==> src/rtl/nabp_mapper_lut_scheduler.sv <==
// Angle sweep scheduler for the NABP mapper LUT.
// Walks first..last in steps, issuing one lookup per cycle. It only issues
// while it has credit: lookups in flight plus queued entries must stay below
// the skid FIFO depth. LUT results are tagged and queued, then handed to the
// mapper over a valid/ready handshake.
module nabp_mapper_lut_scheduler #(
    parameter int ANGLE_WIDTH = 8,
    parameter int PART_WIDTH  = 16,
    parameter int BASE_WIDTH  = 16,
    parameter int LUT_LATENCY = 2,
    parameter int FIFO_DEPTH  = 4
) (
    input  logic                   clk,
    input  logic                   reset,
    input  logic                   hs_start,
    input  logic [ANGLE_WIDTH-1:0] hs_angle_first,
    input  logic [ANGLE_WIDTH-1:0] hs_angle_last,
    input  logic [ANGLE_WIDTH-1:0] hs_angle_step,
    output logic                   hs_busy,
    output logic                   hs_done,
    output logic                   hs_error,
    output logic [ANGLE_WIDTH-1:0] lut_angle,
    input  logic [PART_WIDTH-1:0]  lut_accu_part,
    input  logic [BASE_WIDTH-1:0]  lut_accu_base,
    output logic                   mp_valid,
    input  logic                   mp_ready,
    output logic                   mp_last,
    output logic [ANGLE_WIDTH-1:0] mp_angle,
    output logic [PART_WIDTH-1:0]  mp_accu_part,
    output logic [BASE_WIDTH-1:0]  mp_accu_base
);

    localparam int PTRW = (FIFO_DEPTH > 1) ? $clog2(FIFO_DEPTH) : 1;
    localparam int CNTW = $clog2(FIFO_DEPTH + 1);
    localparam int CRW  = $clog2(FIFO_DEPTH + LUT_LATENCY + 1);

    typedef enum logic [1:0] {IDLE, ISSUE, DRAIN, DONE} state_e;

    state_e                   state_q, state_d;
    logic [ANGLE_WIDTH-1:0]   last_q, step_q, angle_q;
    logic                     error_q;

    logic [LUT_LATENCY-1:0]   tag_valid_q;
    logic [ANGLE_WIDTH-1:0]   tag_angle_q [LUT_LATENCY];
    logic                     tag_final_q [LUT_LATENCY];

    logic [ANGLE_WIDTH-1:0]   fifo_angle_q [FIFO_DEPTH];
    logic [PART_WIDTH-1:0]    fifo_part_q  [FIFO_DEPTH];
    logic [BASE_WIDTH-1:0]    fifo_base_q  [FIFO_DEPTH];
    logic                     fifo_last_q  [FIFO_DEPTH];
    logic [PTRW-1:0]          rd_ptr_q, wr_ptr_q;
    logic [CNTW-1:0]          count_q;

    logic                     cfg_bad, is_final, credit, issue, push, pop;
    logic [ANGLE_WIDTH:0]     next_sum;
    logic [CRW-1:0]           occupancy;

    function automatic logic [PTRW-1:0] ptr_inc(input logic [PTRW-1:0] p);
        return (p == PTRW'(FIFO_DEPTH - 1)) ? '0 : p + 1'b1;
    endfunction

    // Configuration check, next-angle arithmetic and the credit/issue decision.
    // The extra sum bit catches wrap-around, so an overflowing step also ends the sweep.
    always_comb begin
        cfg_bad  = (hs_angle_step == '0) || (hs_angle_first > hs_angle_last) ||
                   (32'(hs_angle_last) > 32'd179);
        next_sum = {1'b0, angle_q} + {1'b0, step_q};
        is_final = next_sum > {1'b0, last_q};
        occupancy = CRW'(count_q);
        for (int i = 0; i < LUT_LATENCY; i++) begin
            occupancy = occupancy + CRW'(tag_valid_q[i]);
        end
        credit = occupancy < CRW'(FIFO_DEPTH);
        issue  = (state_q == ISSUE) && credit;
        push   = tag_valid_q[LUT_LATENCY-1];
        pop    = (count_q != '0) && mp_ready;
    end

    // Sweep state register.
    always_ff @(posedge clk) begin
        if (reset) state_q <= IDLE;
        else       state_q <= state_d;
    end

    // Next-state logic. A rejected configuration goes straight to DONE without issuing anything.
    always_comb begin
        state_d = state_q;
        case (state_q)
            IDLE:    if (hs_start) state_d = cfg_bad ? DONE : ISSUE;
            ISSUE:   if (issue && is_final) state_d = DRAIN;
            DRAIN:   if (pop && fifo_last_q[rd_ptr_q]) state_d = DONE;
            DONE:    state_d = IDLE;
            default: state_d = IDLE;
        endcase
    end

    // Latch the sweep configuration on a start request and advance the angle on each issue.
    always_ff @(posedge clk) begin
        if (reset) begin
            last_q  <= '0;
            step_q  <= '0;
            angle_q <= '0;
            error_q <= 1'b0;
        end else if (state_q == IDLE && hs_start) begin
            last_q  <= hs_angle_last;
            step_q  <= hs_angle_step;
            angle_q <= hs_angle_first;
            error_q <= cfg_bad;
        end else if (issue && !is_final) begin
            angle_q <= next_sum[ANGLE_WIDTH-1:0];
        end
    end

    // Valid tags travel alongside the LUT. A reset clears them, so in-flight lookups are dropped.
    always_ff @(posedge clk) begin
        if (reset) begin
            tag_valid_q <= '0;
        end else begin
            tag_valid_q[0] <= issue;
            for (int i = 1; i < LUT_LATENCY; i++) tag_valid_q[i] <= tag_valid_q[i-1];
        end
    end

    // The angle and final-flag payload of each tag has no reset; its valid bit qualifies it.
    always_ff @(posedge clk) begin
        tag_angle_q[0] <= angle_q;
        tag_final_q[0] <= is_final;
        for (int i = 1; i < LUT_LATENCY; i++) begin
            tag_angle_q[i] <= tag_angle_q[i-1];
            tag_final_q[i] <= tag_final_q[i-1];
        end
    end

    // FIFO storage is written when a tagged LUT result arrives.
    always_ff @(posedge clk) begin
        if (push) begin
            fifo_angle_q[wr_ptr_q] <= tag_angle_q[LUT_LATENCY-1];
            fifo_part_q[wr_ptr_q]  <= lut_accu_part;
            fifo_base_q[wr_ptr_q]  <= lut_accu_base;
            fifo_last_q[wr_ptr_q]  <= tag_final_q[LUT_LATENCY-1];
        end
    end

    // FIFO pointers and occupancy. A simultaneous push and pop leaves the count unchanged.
    always_ff @(posedge clk) begin
        if (reset) begin
            rd_ptr_q <= '0;
            wr_ptr_q <= '0;
            count_q  <= '0;
        end else begin
            if (push) wr_ptr_q <= ptr_inc(wr_ptr_q);
            if (pop)  rd_ptr_q <= ptr_inc(rd_ptr_q);
            case ({push, pop})
                2'b10:   count_q <= count_q + 1'b1;
                2'b01:   count_q <= count_q - 1'b1;
                default: count_q <= count_q;
            endcase
        end
    end

    // Handshake outputs. The FIFO head is gated to zero while empty, so stale entries never show.
    always_comb begin
        hs_busy      = (state_q == ISSUE) || (state_q == DRAIN);
        hs_done      = (state_q == DONE);
        hs_error     = (state_q == DONE) && error_q;
        lut_angle    = angle_q;
        mp_valid     = (count_q != '0);
        mp_last      = mp_valid && fifo_last_q[rd_ptr_q];
        mp_angle     = mp_valid ? fifo_angle_q[rd_ptr_q] : '0;
        mp_accu_part = mp_valid ? fifo_part_q[rd_ptr_q]  : '0;
        mp_accu_base = mp_valid ? fifo_base_q[rd_ptr_q]  : '0;
    end

endmodule
==> config.mk <==
export PLATFORM = sky130hd
export DESIGN_NAME = nabp_mapper_lut_scheduler
export DESIGN_NICKNAME = d
export VERILOG_FILES = /design/src/rtl/nabp_mapper_lut_scheduler.sv
export SDC_FILE = /design/constraint.sdc
export NUM_CORES = 1
export LEC_CHECK = 0
export ABC_AREA = 1
export CAP_MARGIN = 20
export CORE_ASPECT_RATIO = 2
export CORE_MARGIN = 1
export CORE_UTILIZATION = 52
export CTS_BUF_LIST = sky130_fd_sc_hd__clkbuf_8
export DETAILED_ROUTE_END_ITERATION = 8
export GPL_TIMING_DRIVEN = 0
export HOLD_SLACK_MARGIN = 0.03
export PLACE_DENSITY = 0.78
export SYNTH_ARGS = -nofsm -noshare
export SYNTH_HDL_FRONTEND = slang
export SYNTH_SLANG_ARGS = --single-unit
==> constraint.sdc <==
create_clock -name clk -period 2.55 [get_ports clk]
set_clock_uncertainty 0.1 [all_clocks]
set_input_delay 0.255 -clock clk [delete_from_list [all_inputs] [get_ports clk]]
set_output_delay 0.255 -clock clk [all_outputs]
set_load 0.05 [all_outputs]
After elaboration in Yosys (flattened, before gate mapping)
Memory sizes are Yosys's and may differ from the RTL's. A register that Yosys moved wholly into a read port is not among the register bits.
Index checks and enable logic that the tools add are counted.
{"block": "classes", "n_addsub": 7, "magnitude_cmp": 4, "n_eq_ne": 10, "muxes": 23, "reduce_logical": 18}
{"op": "16-bit two-way mux", "n": 2}
{"op": "2-bit two-way mux", "n": 14}
{"op": "8-bit two-way mux", "n": 3}
{"op": "2-bit == test (second input constant)", "n": 5}
{"op": "8-bit by 8-bit adder with 9-bit output", "n": 1}
{"op": "9-bit by 8-bit greater-than comparator with 1-bit output", "n": 1}
{"op": "8-bit greater-than comparator", "n": 1}
{"op": "8-bit greater-than comparator (second input constant)", "n": 1}
{"op": "1-bit logical AND", "n": 8}
{"op": "8-bit logical NOT", "n": 1}
{"op": "2-bit one-hot mux with 4 select lines", "n": 1}
{"op": "3-bit by 1-bit adder with 3-bit output", "n": 2}
{"op": "3-bit one-hot mux with 2 select lines", "n": 1}
{"op": "2-bit by 1-bit adder with 2-bit output (second input constant)", "n": 2}
{"op": "2-bit by 1-bit == test with 1-bit output (second input constant)", "n": 2}
{"op": "2-bit != test (second input constant)", "n": 2}
{"op": "2-bit nonzero test", "n": 2}
{"op": "3-bit by 1-bit adder with 3-bit output (second input constant)", "n": 1}
{"op": "1-bit logical OR", "n": 3}
{"op": "3-bit < comparator (second input constant)", "n": 1}
{"op": "3-bit AND reduction", "n": 1}
{"op": "3-bit nonzero test", "n": 1}
{"op": "3-bit by 1-bit subtractor with 3-bit output (second input constant)", "n": 1}
{"op": "2-bit logical NOT", "n": 1}
{"op": "other kinds (3)", "n": 4}
{"block": "word_totals", "reg_bits": 36, "ram_bits": 182, "in_bits": 60, "word_cells": 77, "n_memories": 6}
{"memory": "fifo_base_q", "words": 4, "width": 16, "rd": 1, "rd_clocked_by_memory_dff": 1, "write_ports": 1, "line": "49", "source": "logic [BASE_WIDTH-1:0] fifo_base_q [FIFO_DEPTH];"}
{"memory": "fifo_part_q", "words": 4, "width": 16, "rd": 1, "rd_clocked_by_memory_dff": 1, "write_ports": 1, "line": "48", "source": "logic [PART_WIDTH-1:0] fifo_part_q [FIFO_DEPTH];"}
{"memory": "fifo_angle_q", "words": 4, "width": 8, "rd": 1, "rd_clocked_by_memory_dff": 1, "write_ports": 1, "line": "47", "source": "logic [ANGLE_WIDTH-1:0] fifo_angle_q [FIFO_DEPTH];"}
{"memory": "tag_angle_q", "words": 2, "width": 8, "rd": 2, "rd_clocked_by_memory_dff": 0, "write_ports": 2, "line": "44", "source": "logic [ANGLE_WIDTH-1:0] tag_angle_q [LUT_LATENCY];"}
{"memory": "fifo_last_q", "words": 4, "width": 1, "rd": 1, "rd_clocked_by_memory_dff": 1, "write_ports": 1, "line": "50", "source": "logic fifo_last_q [FIFO_DEPTH];"}
{"memory": "tag_final_q", "words": 2, "width": 1, "rd": 2, "rd_clocked_by_memory_dff": 0, "write_ports": 2, "line": "45", "source": "logic tag_final_q [LUT_LATENCY];"}

Depth between registers and ports, before layout
Gate-level depths: netlist of run 1.
{"block": "logic_depth", "depth_word": 7, "ltp_mapped": 19}

Worst setup path after synthesis of run 1
Ideal clock, no wire load.
{"block": "synth_timing", "path_kind": "reg2reg", "from": "reg angle_q[0] (netlist: lut_angle[0])", "to": "reg angle_q[4] (netlist: lut_angle[4])", "arrival_time_ps": 2821, "t_required_ps": 2334, "slack_ps": -487, "path_stages_with_launch": 17, "n_path_buf": 1, "period_less_slack_ps": 3037, "cell_sequence": "dfxtp_1 > ha_1 > fa_1 > nand3_1 > nand2_1 > a21oi_1 > xor2_1 > ha_1 > a21o_1 > a21oi_1 > nand2_1 > nand2_1 > nand3_2 > nand2_2 > buf_6 > o21a_1 > nor2_1"}
{"block": "synth_between", "elab_chain_len": 5, "word_cells_on_any_way": 7, "classes_between": "add/sub: 1; order compare: 1; mux: 2; reduce/logical: 3"}
{"item": "from (decl)", "line": "40", "source": "logic [ANGLE_WIDTH-1:0] last_q, step_q, angle_q;"}
{"item": "from (signal assigned)", "line": "107", "source": "angle_q <= hs_angle_first;"}
{"item": "from (signal assigned)", "line": "110", "source": "angle_q <= next_sum[ANGLE_WIDTH-1:0];"}
{"item": "8-bit by 8-bit adder with 9-bit output *", "line": "67", "source": "next_sum = {1'b0, angle_q} + {1'b0, step_q};"}
{"item": "9-bit by 8-bit greater-than comparator with 1-bit output", "line": "68", "source": "is_final = next_sum > {1'b0, last_q};"}
{"item": "1-bit logical NOT", "line": "109", "source": "end else if (issue && !is_final) begin"}
{"item": "1-bit logical AND", "line": "109"}
{"item": "2-bit nonzero test (no line)"}
Mark *: on every way between the ends. The rest lies on a longest branch, timed or not. The select of a mux whose other input is x is not followed.
A chain may end at the register's enable or synchronous reset.

Worst setup path in the final report of run 1
Same ends and word-level chain as after synthesis.

==> results of run 1 <==
-- state kept, by name (all words and copies together) (netlist names), named ones only --
name	flops
tag_angle_q	16
step_q	8
rd_ptr_q	2
state_q	2
fifo_last_q	4
fifo_angle_q	32
tag_valid_q	2
last_q	8
count_q	3
tag_final_q	2
lut_angle	8
fifo_base_q	64
error_q	1
wr_ptr_q	2
fifo_part_q	64
-- worst register-to-register path, cell delays in order (launching register included) --
cell	delay (ns)
sky130_fd_sc_hd__dfxtp_4	0.35
sky130_fd_sc_hd__ha_4	0.17
sky130_fd_sc_hd__fa_2	0.35
sky130_fd_sc_hd__nand3_2	0.09
sky130_fd_sc_hd__nand2_4	0.07
sky130_fd_sc_hd__a21oi_4	0.15
sky130_fd_sc_hd__xor2_2	0.27
sky130_fd_sc_hd__ha_1	0.30
sky130_fd_sc_hd__a21o_1	0.17
sky130_fd_sc_hd__a21oi_2	0.13
sky130_fd_sc_hd__nand2_1	0.07
sky130_fd_sc_hd__nand2_2	0.09
sky130_fd_sc_hd__nand3_4	0.09
sky130_fd_sc_hd__nand2_4	0.12
sky130_fd_sc_hd__buf_6	0.13
sky130_fd_sc_hd__o21a_1	0.14
sky130_fd_sc_hd__nor2_1	0.05
-- synth_stat cells (2+ instances only) --
cell type	n
sky130_fd_sc_hd__fa_1	2
sky130_fd_sc_hd__clkbuf_1	31
sky130_fd_sc_hd__edfxtp_1	164
sky130_fd_sc_hd__nor2_1	196
sky130_fd_sc_hd__ha_1	36
sky130_fd_sc_hd__nand2_1	63
sky130_fd_sc_hd__o21a_1	3
sky130_fd_sc_hd__buf_2	6
sky130_fd_sc_hd__o21ai_1	11
sky130_fd_sc_hd__nand4_1	5
sky130_fd_sc_hd__nand3_2	2
sky130_fd_sc_hd__inv_1	61
sky130_fd_sc_hd__xor2_1	4
sky130_fd_sc_hd__dfxtp_1	56
sky130_fd_sc_hd__a21oi_1	76
sky130_fd_sc_hd__nand3_1	18
sky130_fd_sc_hd__inv_2	3
sky130_fd_sc_hd__o21ai_0	100
sky130_fd_sc_hd__a21o_1	3
-- routing by layer --
layer	GRT usage (%)	vias to the layer above	share of wire (%)
met5	0	-	0
met3	3.56	58	5.5
met1	24.4	3130	34
li1	-	3252	-
met4	13.3	0	4.5
met2	45.8	246	56
-- timing repair --
item / in CTS / in global routing
hold endpoints to repair: 5 / 0
resized for setup: 211 / 68
buffers inserted: 5 / 2
setup endpoints to repair: 52 / 50
hold buffers: 1 / 0
gates cloned: 1 / 0
pin swaps: 6 / 8
-- metrics by stage --
step	power (mW)	worst slack [ns]	setup TNS, ns	cells
after floorplan	8.92	-0.168	-1.18	857
after global placement	11.0	-0.613	-11.11	1178
after detailed placement	11.1	-0.655	-12.44	1182
after CTS	13.5	-0.448	-4.26	1240
after global routing	14.4	-0.476	-4.76	1242
final	13.6	-0.409	-3.67	1242
-- worst max-delay path by stage --
stage                                    from                        end  slack [ns]  cells past startpoint
floorplan           lut_angle[0]$_SDFFE_PP0P_  lut_angle[4]$_SDFFE_PP0P_       -0.17                     16
finish              lut_angle[0]$_SDFFE_PP0P_  lut_angle[4]$_SDFFE_PP0P_       -0.41                     16
CTS                 lut_angle[0]$_SDFFE_PP0P_  lut_angle[4]$_SDFFE_PP0P_       -0.45                     16
global route           step_q[6]$_SDFFE_PP0P_  lut_angle[6]$_SDFFE_PP0P_       -0.48                     16
detailed placement  lut_angle[0]$_SDFFE_PP0P_  lut_angle[4]$_SDFFE_PP0P_       -0.65                     16
global placement    lut_angle[0]$_SDFFE_PP0P_  lut_angle[4]$_SDFFE_PP0P_       -0.61                     16
-- layout make-up --
| cell class | count | area (um2) |
|---|---|---|
| tap | 210 | 263 |
| fill | 1338 | 5960 |
| multi-input combinational | 534 | 2860 |
| sequential | 220 | 6070 |
| timing repair buffer | 124 | 1110 |
| buffer | 38 | 205 |
| inverter | 64 | 240 |
| clock inverter | 21 | 134 |
| clock buffer | 31 | 427 |
-- cells in the final DEF (no fill, tap or decap), types with 8 or more instances in the layout --
cell type / n
sky130_fd_sc_hd__o21ai_1: 11
sky130_fd_sc_hd__clkinv_1: 8
sky130_fd_sc_hd__clkdlybuf4s50_1: 69
sky130_fd_sc_hd__a21oi_1: 70
sky130_fd_sc_hd__clkbuf_1: 12
sky130_fd_sc_hd__clkbuf_2: 13
sky130_fd_sc_hd__buf_2: 26
sky130_fd_sc_hd__clkbuf_4: 16
sky130_fd_sc_hd__nand3_1: 17
sky130_fd_sc_hd__nand2_1: 59
sky130_fd_sc_hd__edfxtp_1: 164
sky130_fd_sc_hd__o21ai_0: 100
sky130_fd_sc_hd__clkbuf_8: 31
sky130_fd_sc_hd__nor2_1: 196
sky130_fd_sc_hd__dfxtp_1: 47
sky130_fd_sc_hd__buf_4: 16
sky130_fd_sc_hd__inv_1: 66
sky130_fd_sc_hd__ha_1: 32
-- cells by family after synthesis --
logic type	after synthesis	synth area share [%]
and+or+nand+nor	293	12.8
buffers and inverters	103	4.37
DFF	220	65.8
xor gates and xnor gates	4	0.381
adders and majority gates	38	5.34
AOI/OAI and AO/OA	199	11.2
-- power by group --
part	internal (mW)	switching [mW]	leakage [nW]
clock	1.32	1.20	0.319
sequential	4.31	0.262	1.95
combinational	1.91	4.62	2.20
total	7.54	6.08	4.47
==> out/qor.json, run 1 <==
{
  "setup.worst_path.end_class": {"value": "flop"},
  "num-nets-final": {"value": 1108},
  "synth.top_cell.area_share": {"value": 53.6, "unit": "%"},
  "yosysWarnings": {"value": 0},
  "hold_class": {"value": "primary input to flop"},
  "critPathRequiredTime": {"value": 2.89, "unit": "ns"},
  "clock_sink_count": {"value": 220},
  "grt_setup_unrepaired": {"value": "true"},
  "clk-insertion-delay-late": {"value": 0.54, "unit": "ns"},
  "initial_core_utilization": {"value": 53.2, "unit": "%"},
  "level_count_of_the_clock_h_tree": {"value": 1},
  "detailed_placement_hpwl": {"value": 15000, "unit": "um"},
  "final-max-slew-violation-count": {"value": 0},
  "rows": {"value": 68},
  "failed_checks": {"value": "setup timing"},
  "postSynthNetCount": {"value": 955},
  "reg2regPathDepth": {"value": 16},
  "min_delay_startpoint": {"value": "hs_angle_step[2]"},
  "global_route.overflow_total": {"value": 0},
  "report.final.hold_viol_count": {"value": 0},
  "postSynthCellCount": {"value": 857},
  "cts_inserted_buffers": {"value": 28},
  "netlist_top_cells_area": {"value": "sky130_fd_sc_hd__edfxtp_1, sky130_fd_sc_hd__dfxtp_1, sky130_fd_sc_hd__nor2_1"},
  "timing.final.setup_violations": {"value": 10},
  "netlist_area": {"value": 0.00918, "unit": "mm2"},
  "largest_net_degree_at_the_start_of_global_routing": {"value": 32},
  "final.period_utilization": {"value": 116, "unit": "%"},
  "timing.critical_path.slowest_stage_cell": {"value": "sky130_fd_sc_hd__dfxtp_4"},
  "mean_syn_cell_area": {"value": 10.7, "unit": "um2"},
  "clkSlewWorstSetupHoldPaths": {"value": 0.07, "unit": "ns"},
  "drtPass1Iterations": {"value": 5},
  "worst_slew_margin_rel": {"value": 61.4, "unit": "%"},
  "ys.flop_type": {"value": "sky130_fd_sc_hd__edfxtp_1"},
  "hold_end": {"value": "step_q[2]$_SDFFE_PP0P_"},
  "max_freq": {"value": 338, "unit": "MHz"},
  "path_common_cell": {"value": "sky130_fd_sc_hd__nand2_4"},
  "dieHeight": {"value": 190, "unit": "um"},
  "regToRegStartpoint": {"value": "lut_angle[0]$_SDFFE_PP0P_"},
  "avgRoutedWirePerCell": {"value": 17.6, "unit": "um"},
  "avgViaCountPerCell": {"value": 5.38},
  "worstPathArrival": {"value": 3.30, "unit": "ns"},
  "path_max_fanout": {"value": 5},
  "synth-seq-area-share": {"value": 65.8, "unit": "%"},
  "final_layout_size_suffix_gt1_share": {"value": 15.0, "unit": "%"},
  "area_delta_synth_final": {"value": 23.1, "unit": "%"},
  "dr_total_vias": {"value": 6686},
  "clock_tree_from_tritoncts": {"value": "built"},
  "detailedRoute.firstIterationViolations": {"value": 338},
  "power_per_cell_area": {"value": 1200, "unit": "mW/mm2"},
  "post-route-util": {"value": 65.5, "unit": "%"},
  "max_cap_violations": {"value": 0},
  "initial_antenna_violation_count": {"value": 0},
  "postSynth.asyncResetShare": {"value": 0, "unit": "%"},
  "core_footprint": {"value": 0.0173, "unit": "mm2"},
  "die_w": {"value": 96.0, "unit": "um"},
  "synth_enable_flop_cells": {"value": 164},
  "worst_setup_path_start_kind": {"value": "flop"},
  "die_area": {"value": 0.0182, "unit": "mm2"},
  "worst_hold_slack": {"value": 0.182, "unit": "ns"},
  "finalCriticalPeriod": {"value": 2.96, "unit": "ns"},
  "post-synth-top-area-cell": {"value": "sky130_fd_sc_hd__edfxtp_1"},
  "final_critical_path_setup_slack": {"value": -0.409, "unit": "ns"},
  "synth_cell_types": {"value": 36},
  "wire_length_of_the_first_global_routing_pass": {"value": 33300, "unit": "um"},
  "holdPathStages": {"value": 3},
  "slowest_delay": {"value": 0.35, "unit": "ns"},
  "ff2ff_setup_slack": {"value": -0.41, "unit": "ns"},
  "layout.cell_area.non_filler": {"value": 0.0113, "unit": "mm2"},
  "port-buffer-count": {"value": 111},
  "run_status": {"value": "finished with violations"},
  "finalWirelength": {"value": 21800, "unit": "um"},
  "irDropWorstVdd": {"value": 0.811, "unit": "mV"},
  "rr_endpoint": {"value": "lut_angle[4]$_SDFFE_PP0P_"},
  "boundary_pins": {"value": 113},
  "grt_util_all_layers": {"value": 24.2, "unit": "%"},
  "place.gp.congestion": {"value": 0.898},
  "placedInstanceArea": {"value": 0.0107, "unit": "mm2"},
  "path_class": {"value": "flop to flop"},
  "power.static_leakage": {"value": 4.47, "unit": "nW"},
  "post-route-drc-count": {"value": 0},
  "root_driver": {"value": "sky130_fd_sc_hd__clkbuf_8"},
  "path_cells": {"value": "ha_4 -> fa_2 -> nand3_2 -> nand2_4 -> a21oi_4 -> xor2_2 -> ha_1 -> a21o_1 -> a21oi_2 -> nand2_1 -> nand2_2 -> nand3_4 -> nand2_4 -> buf_6 -> o21a_1 -> nor2_1"},
  "cp.buffers_inverters": {"value": 1},
  "drtAntennaViolNets": {"value": 0},
  "ctsLongestPathBuffers": {"value": 3},
  "timing_worst_slew_pin_value": {"value": 0.578, "unit": "ns"},
  "number_of_global_route_vias_before_repair": {"value": 6733},
  "diodes": {"value": 0},
  "synth_seq_cells": {"value": 220},
  "crit_family": {"value": "adder cells"}
}
(Power assumes the default switching activity.)
==> inputs of run 2 (changes only) <==
--- a/config.mk
+++ b/config.mk
@@ -8,13 +8,13 @@
 export ABC_AREA = 1
 export CAP_MARGIN = 20
 export CORE_ASPECT_RATIO = 2
-export CORE_MARGIN = 1
+export CORE_MARGIN = 4
 export CORE_UTILIZATION = 52
 export CTS_BUF_LIST = sky130_fd_sc_hd__clkbuf_8
 export DETAILED_ROUTE_END_ITERATION = 8
 export GPL_TIMING_DRIVEN = 0
 export HOLD_SLACK_MARGIN = 0.03
-export PLACE_DENSITY = 0.78
+export PLACE_DENSITY_LB_ADDON = 0.25
 export SYNTH_ARGS = -nofsm -noshare
 export SYNTH_HDL_FRONTEND = slang
 export SYNTH_SLANG_ARGS = --single-unit
==> out/qor.json, run 2 (synthesis results as in run 1) <==
{
  "timing.final.setup_violations": {"value": 11, "change": "+1"},
  "max_freq": {"value": 341, "unit": "MHz", "change": "+0.93%"},
  "layout.cells.most_common_list": {"value": "sky130_fd_sc_hd__nor2_1, sky130_fd_sc_hd__edfxtp_1, sky130_fd_sc_hd__o21ai_0, sky130_fd_sc_hd__a21oi_1, sky130_fd_sc_hd__clkdlybuf4s50_1"},
  "level_count_of_the_clock_h_tree": {"value": 1, "change": "unchanged"},
  "max_cap_violations": {"value": 0, "change": "unchanged"},
  "final_layout_size_suffix_gt1_share": {"value": 16.4, "unit": "%", "change": "+1.4 points"},
  "worst_slew_margin_rel": {"value": 62.0, "unit": "%", "change": "+0.64 points"},
  "clock_sink_count": {"value": 220, "change": "unchanged"},
  "root_driver": {"value": "sky130_fd_sc_hd__clkbuf_8"},
  "timing.critical_path.slowest_stage_cell": {"value": "sky130_fd_sc_hd__dfxtp_4"},
  "final.period_utilization": {"value": 115, "unit": "%", "change": "-1.1 points"},
  "path_depth": {"value": 16, "change": "unchanged"},
  "finalCriticalPeriod": {"value": 2.93, "unit": "ns", "change": "-0.0273 ns"},
  "dr_total_vias": {"value": 6623, "change": "-0.94%"},
  "layout.cell_area.non_filler": {"value": 0.0113, "unit": "mm2", "change": "+0.21%"},
  "post-route-drc-count": {"value": 0, "change": "unchanged"},
  "most_common_cell_after_layout_fill_and_taps_aside": {"value": "sky130_fd_sc_hd__nor2_1"},
  "detailed_placement_hpwl": {"value": 15400, "unit": "um", "change": "+2.6%"},
  "placedInstanceArea": {"value": 0.0107, "unit": "mm2", "change": "unchanged"},
  "path_max_fanout": {"value": 5, "change": "unchanged"},
  "global_route.overflow_total": {"value": 0, "change": "unchanged"},
  "worst_hold_slack": {"value": 0.186, "unit": "ns", "change": "+0.00424 ns"},
  "cp.buffers_inverters": {"value": 1, "change": "unchanged"},
  "holdPathStages": {"value": 3, "change": "unchanged"},
  "path_class": {"value": "flop to flop"},
  "path_cells": {"value": "ha_4 -> fa_2 -> nand3_2 -> nand2_4 -> a21oi_4 -> xor2_2 -> ha_1 -> a21o_1 -> a21oi_2 -> nand2_1 -> nand2_2 -> nand3_4 -> nand2_4 -> buf_6 -> o21a_1 -> nor2_1"},
  "core_footprint": {"value": 0.0173, "unit": "mm2", "change": "unchanged"},
  "place.gp.congestion": {"value": 0.880, "change": "-2.0%"},
  "run_status": {"value": "finished with violations"},
  "die_w": {"value": 102, "unit": "um", "change": "+6.3%"},
  "slowest_delay": {"value": 0.36, "unit": "ns", "change": "about the same"},
  "worstPathArrival": {"value": 3.26, "unit": "ns", "change": "-0.04 ns"},
  "finalWirelength": {"value": 22100, "unit": "um", "change": "+1.2%"},
  "route.top_layer_used": {"value": "met4"},
  "avgRoutedWirePerCell": {"value": 17.7, "unit": "um", "change": "+1.0%"},
  "diodes": {"value": 0, "change": "unchanged"},
  "final-max-slew-violation-count": {"value": 0, "change": "unchanged"},
  "dieHeight": {"value": 196, "unit": "um", "change": "+3.2%"},
  "grt_setup_unrepaired": {"value": "true"},
  "met3_wire_length": {"value": 1220, "unit": "um", "change": "+1.5%"},
  "num-nets-final": {"value": 1110, "change": "+0.18%"},
  "timing_worst_slew_pin_value": {"value": 0.569, "unit": "ns", "change": "-0.00953 ns"},
  "clkSlewWorstSetupHoldPaths": {"value": 0.07, "unit": "ns", "change": "about the same"},
  "die_area": {"value": 0.0200, "unit": "mm2", "change": "+9.6%"},
  "cts_inserted_buffers": {"value": 29, "change": "+3.6%"},
  "number_of_global_route_vias_before_repair": {"value": 6737, "change": "+0.059%"},
  "ctsLongestPathBuffers": {"value": 3, "change": "unchanged"},
  "irDropWorstVdd": {"value": 0.661, "unit": "mV", "change": "-18%"},
  "route.layer.met1.wl": {"value": 7580, "unit": "um", "change": "+1.6%"},
  "reg2regPathDepth": {"value": 16, "change": "unchanged"},
  "report.final.hold_viol_count": {"value": 0, "change": "unchanged"},
  "hold_class": {"value": "primary input to flop"},
  "worst_setup_path_start_kind": {"value": "flop"},
  "largestRegisters": {"value": "fifo_base_q (64), fifo_part_q (64), fifo_angle_q (32)"},
  "drtAntennaViolNets": {"value": 0, "change": "unchanged"},
  "initial_core_utilization": {"value": 53.2, "unit": "%", "change": "unchanged"},
  "wire_length_of_the_first_global_routing_pass": {"value": 34000, "unit": "um", "change": "+2.1%"},
  "finalPower": {"value": 13.5, "unit": "mW", "change": "-0.70%"},
  "boundary_pins": {"value": 113, "change": "unchanged"},
  "final_critical_path_setup_slack": {"value": -0.382, "unit": "ns", "change": "+0.0273 ns"},
  "critPathRequiredTime": {"value": 2.88, "unit": "ns", "change": "about the same"},
  "wl_met2": {"value": 12100, "unit": "um", "change": "-0.40%"},
  "area_delta_synth_final": {"value": 23.4, "unit": "%"},
  "failed_checks": {"value": "setup timing"},
  "initial_antenna_violation_count": {"value": 0, "change": "unchanged"},
  "power_per_cell_area": {"value": 1190, "unit": "mW/mm2", "change": "-0.91%"},
  "setup.worst_path.end_class": {"value": "flop"},
  "clock_tree_from_tritoncts": {"value": "built"},
  "detailedRoute.firstIterationViolations": {"value": 314, "change": "-7.1%"},
  "drtPass1Iterations": {"value": 7, "change": "+2"},
  "port-buffer-count": {"value": 111, "change": "unchanged"},
  "largest_net_degree_at_the_start_of_global_routing": {"value": 32, "change": "unchanged"},
  "crit_family": {"value": "adder cells"},
  "path_common_cell": {"value": "sky130_fd_sc_hd__nand2_4"},
  "rows": {"value": 68, "change": "unchanged"},
  "grt_util_all_layers": {"value": 22.0, "unit": "%", "change": "-2.2 points"},
  "avgViaCountPerCell": {"value": 5.32, "change": "-1.1%"},
  "clk-insertion-delay-late": {"value": 0.53, "unit": "ns", "change": "about the same"},
  "power.static_leakage": {"value": 4.46, "unit": "nW", "change": "-0.17%"},
  "dp_worst_setup_slack": {"value": -0.664, "unit": "ns", "change": "-0.00992 ns"}
}
run 2: cell count changes in the layout (fill, tap and decap cells not counted), moves of 3 or more:
cell                       before  now
sky130_fd_sc_hd__nand2_2        3    7
sky130_fd_sc_hd__clkbuf_4      16   13
sky130_fd_sc_hd__nand2_1       59   55
sky130_fd_sc_hd__clkinv_2       2    6
sky130_fd_sc_hd__inv_1         66   63
run 2: tightest hold or removal path, cell delays in order:
cell and delay [ns]:
sky130_fd_sc_hd__clkdlybuf4s50_1 0.40, sky130_fd_sc_hd__inv_1 0.07, sky130_fd_sc_hd__a21oi_1 0.05
run 2: power by group:
part	switching [mW]	internal (mW)
registers	0.261	4.31
logic	4.63	1.93
clock network	1.24	1.16
total	6.13	7.40
run 2: final cells by class:
type	count	area (um2)
multi-input combinational	534	2880
sequential	220	6070
clock buffer	32	440
inverter	64	240
buffer	38	208
fill	1357	5940
clock inverter	21	95.1
timing repair buffer	125	1140
tap	210	263
run 2: worst paths after layout:
| check | from | to | slack (ns) |
|---|---|---|---|
| worst max-delay path | lut_angle[0]$_SDFFE_PP0P_ | lut_angle[4]$_SDFFE_PP0P_ | -0.38 |
| worst max register to register | lut_angle[0]$_SDFFE_PP0P_ | lut_angle[4]$_SDFFE_PP0P_ | -0.38 |
| worst min register to register | tag_final_q[0][0]$_DFF_P_ | tag_final_q[0][1]$_DFF_P_ | 0.23 |
| worst min-delay path | hs_angle_step[1] | step_q[1]$_SDFFE_PP0P_ | 0.19 |
run 2: stage by stage:
| step | TNS [ns] | std cells | utilization (%) |
|---|---|---|---|
| floorplan | -1.18 | 857 | - |
| global placement | -10.92 | 1178 | 61.4 |
| detailed placement | -13.11 | 1182 | 61.9 |
| CTS | -4.26 | 1242 | 65.1 |
| global route | -4.29 | 1244 | 65.6 |
| finish | -3.61 | 1244 | 65.6 |
run 2: what timing repair did:
action | 4_1_cts | 5_1_grt
gates cloned | 1 | 0
endpoints found under the setup margin | 52 | 50
hold endpoints to repair | 6 | 0
gates resized for setup | 225 | 59
pin swaps | 7 | 10
hold buffers | 1 | 0
buffers inserted | 6 | 2
run 2: routing by layer:
layer  up-vias  GRT usage, %
met5         -             0
met4         0          11.3
met3        64          3.31
met2       215          41.4
met1      3089          22.6
li1       3255             -
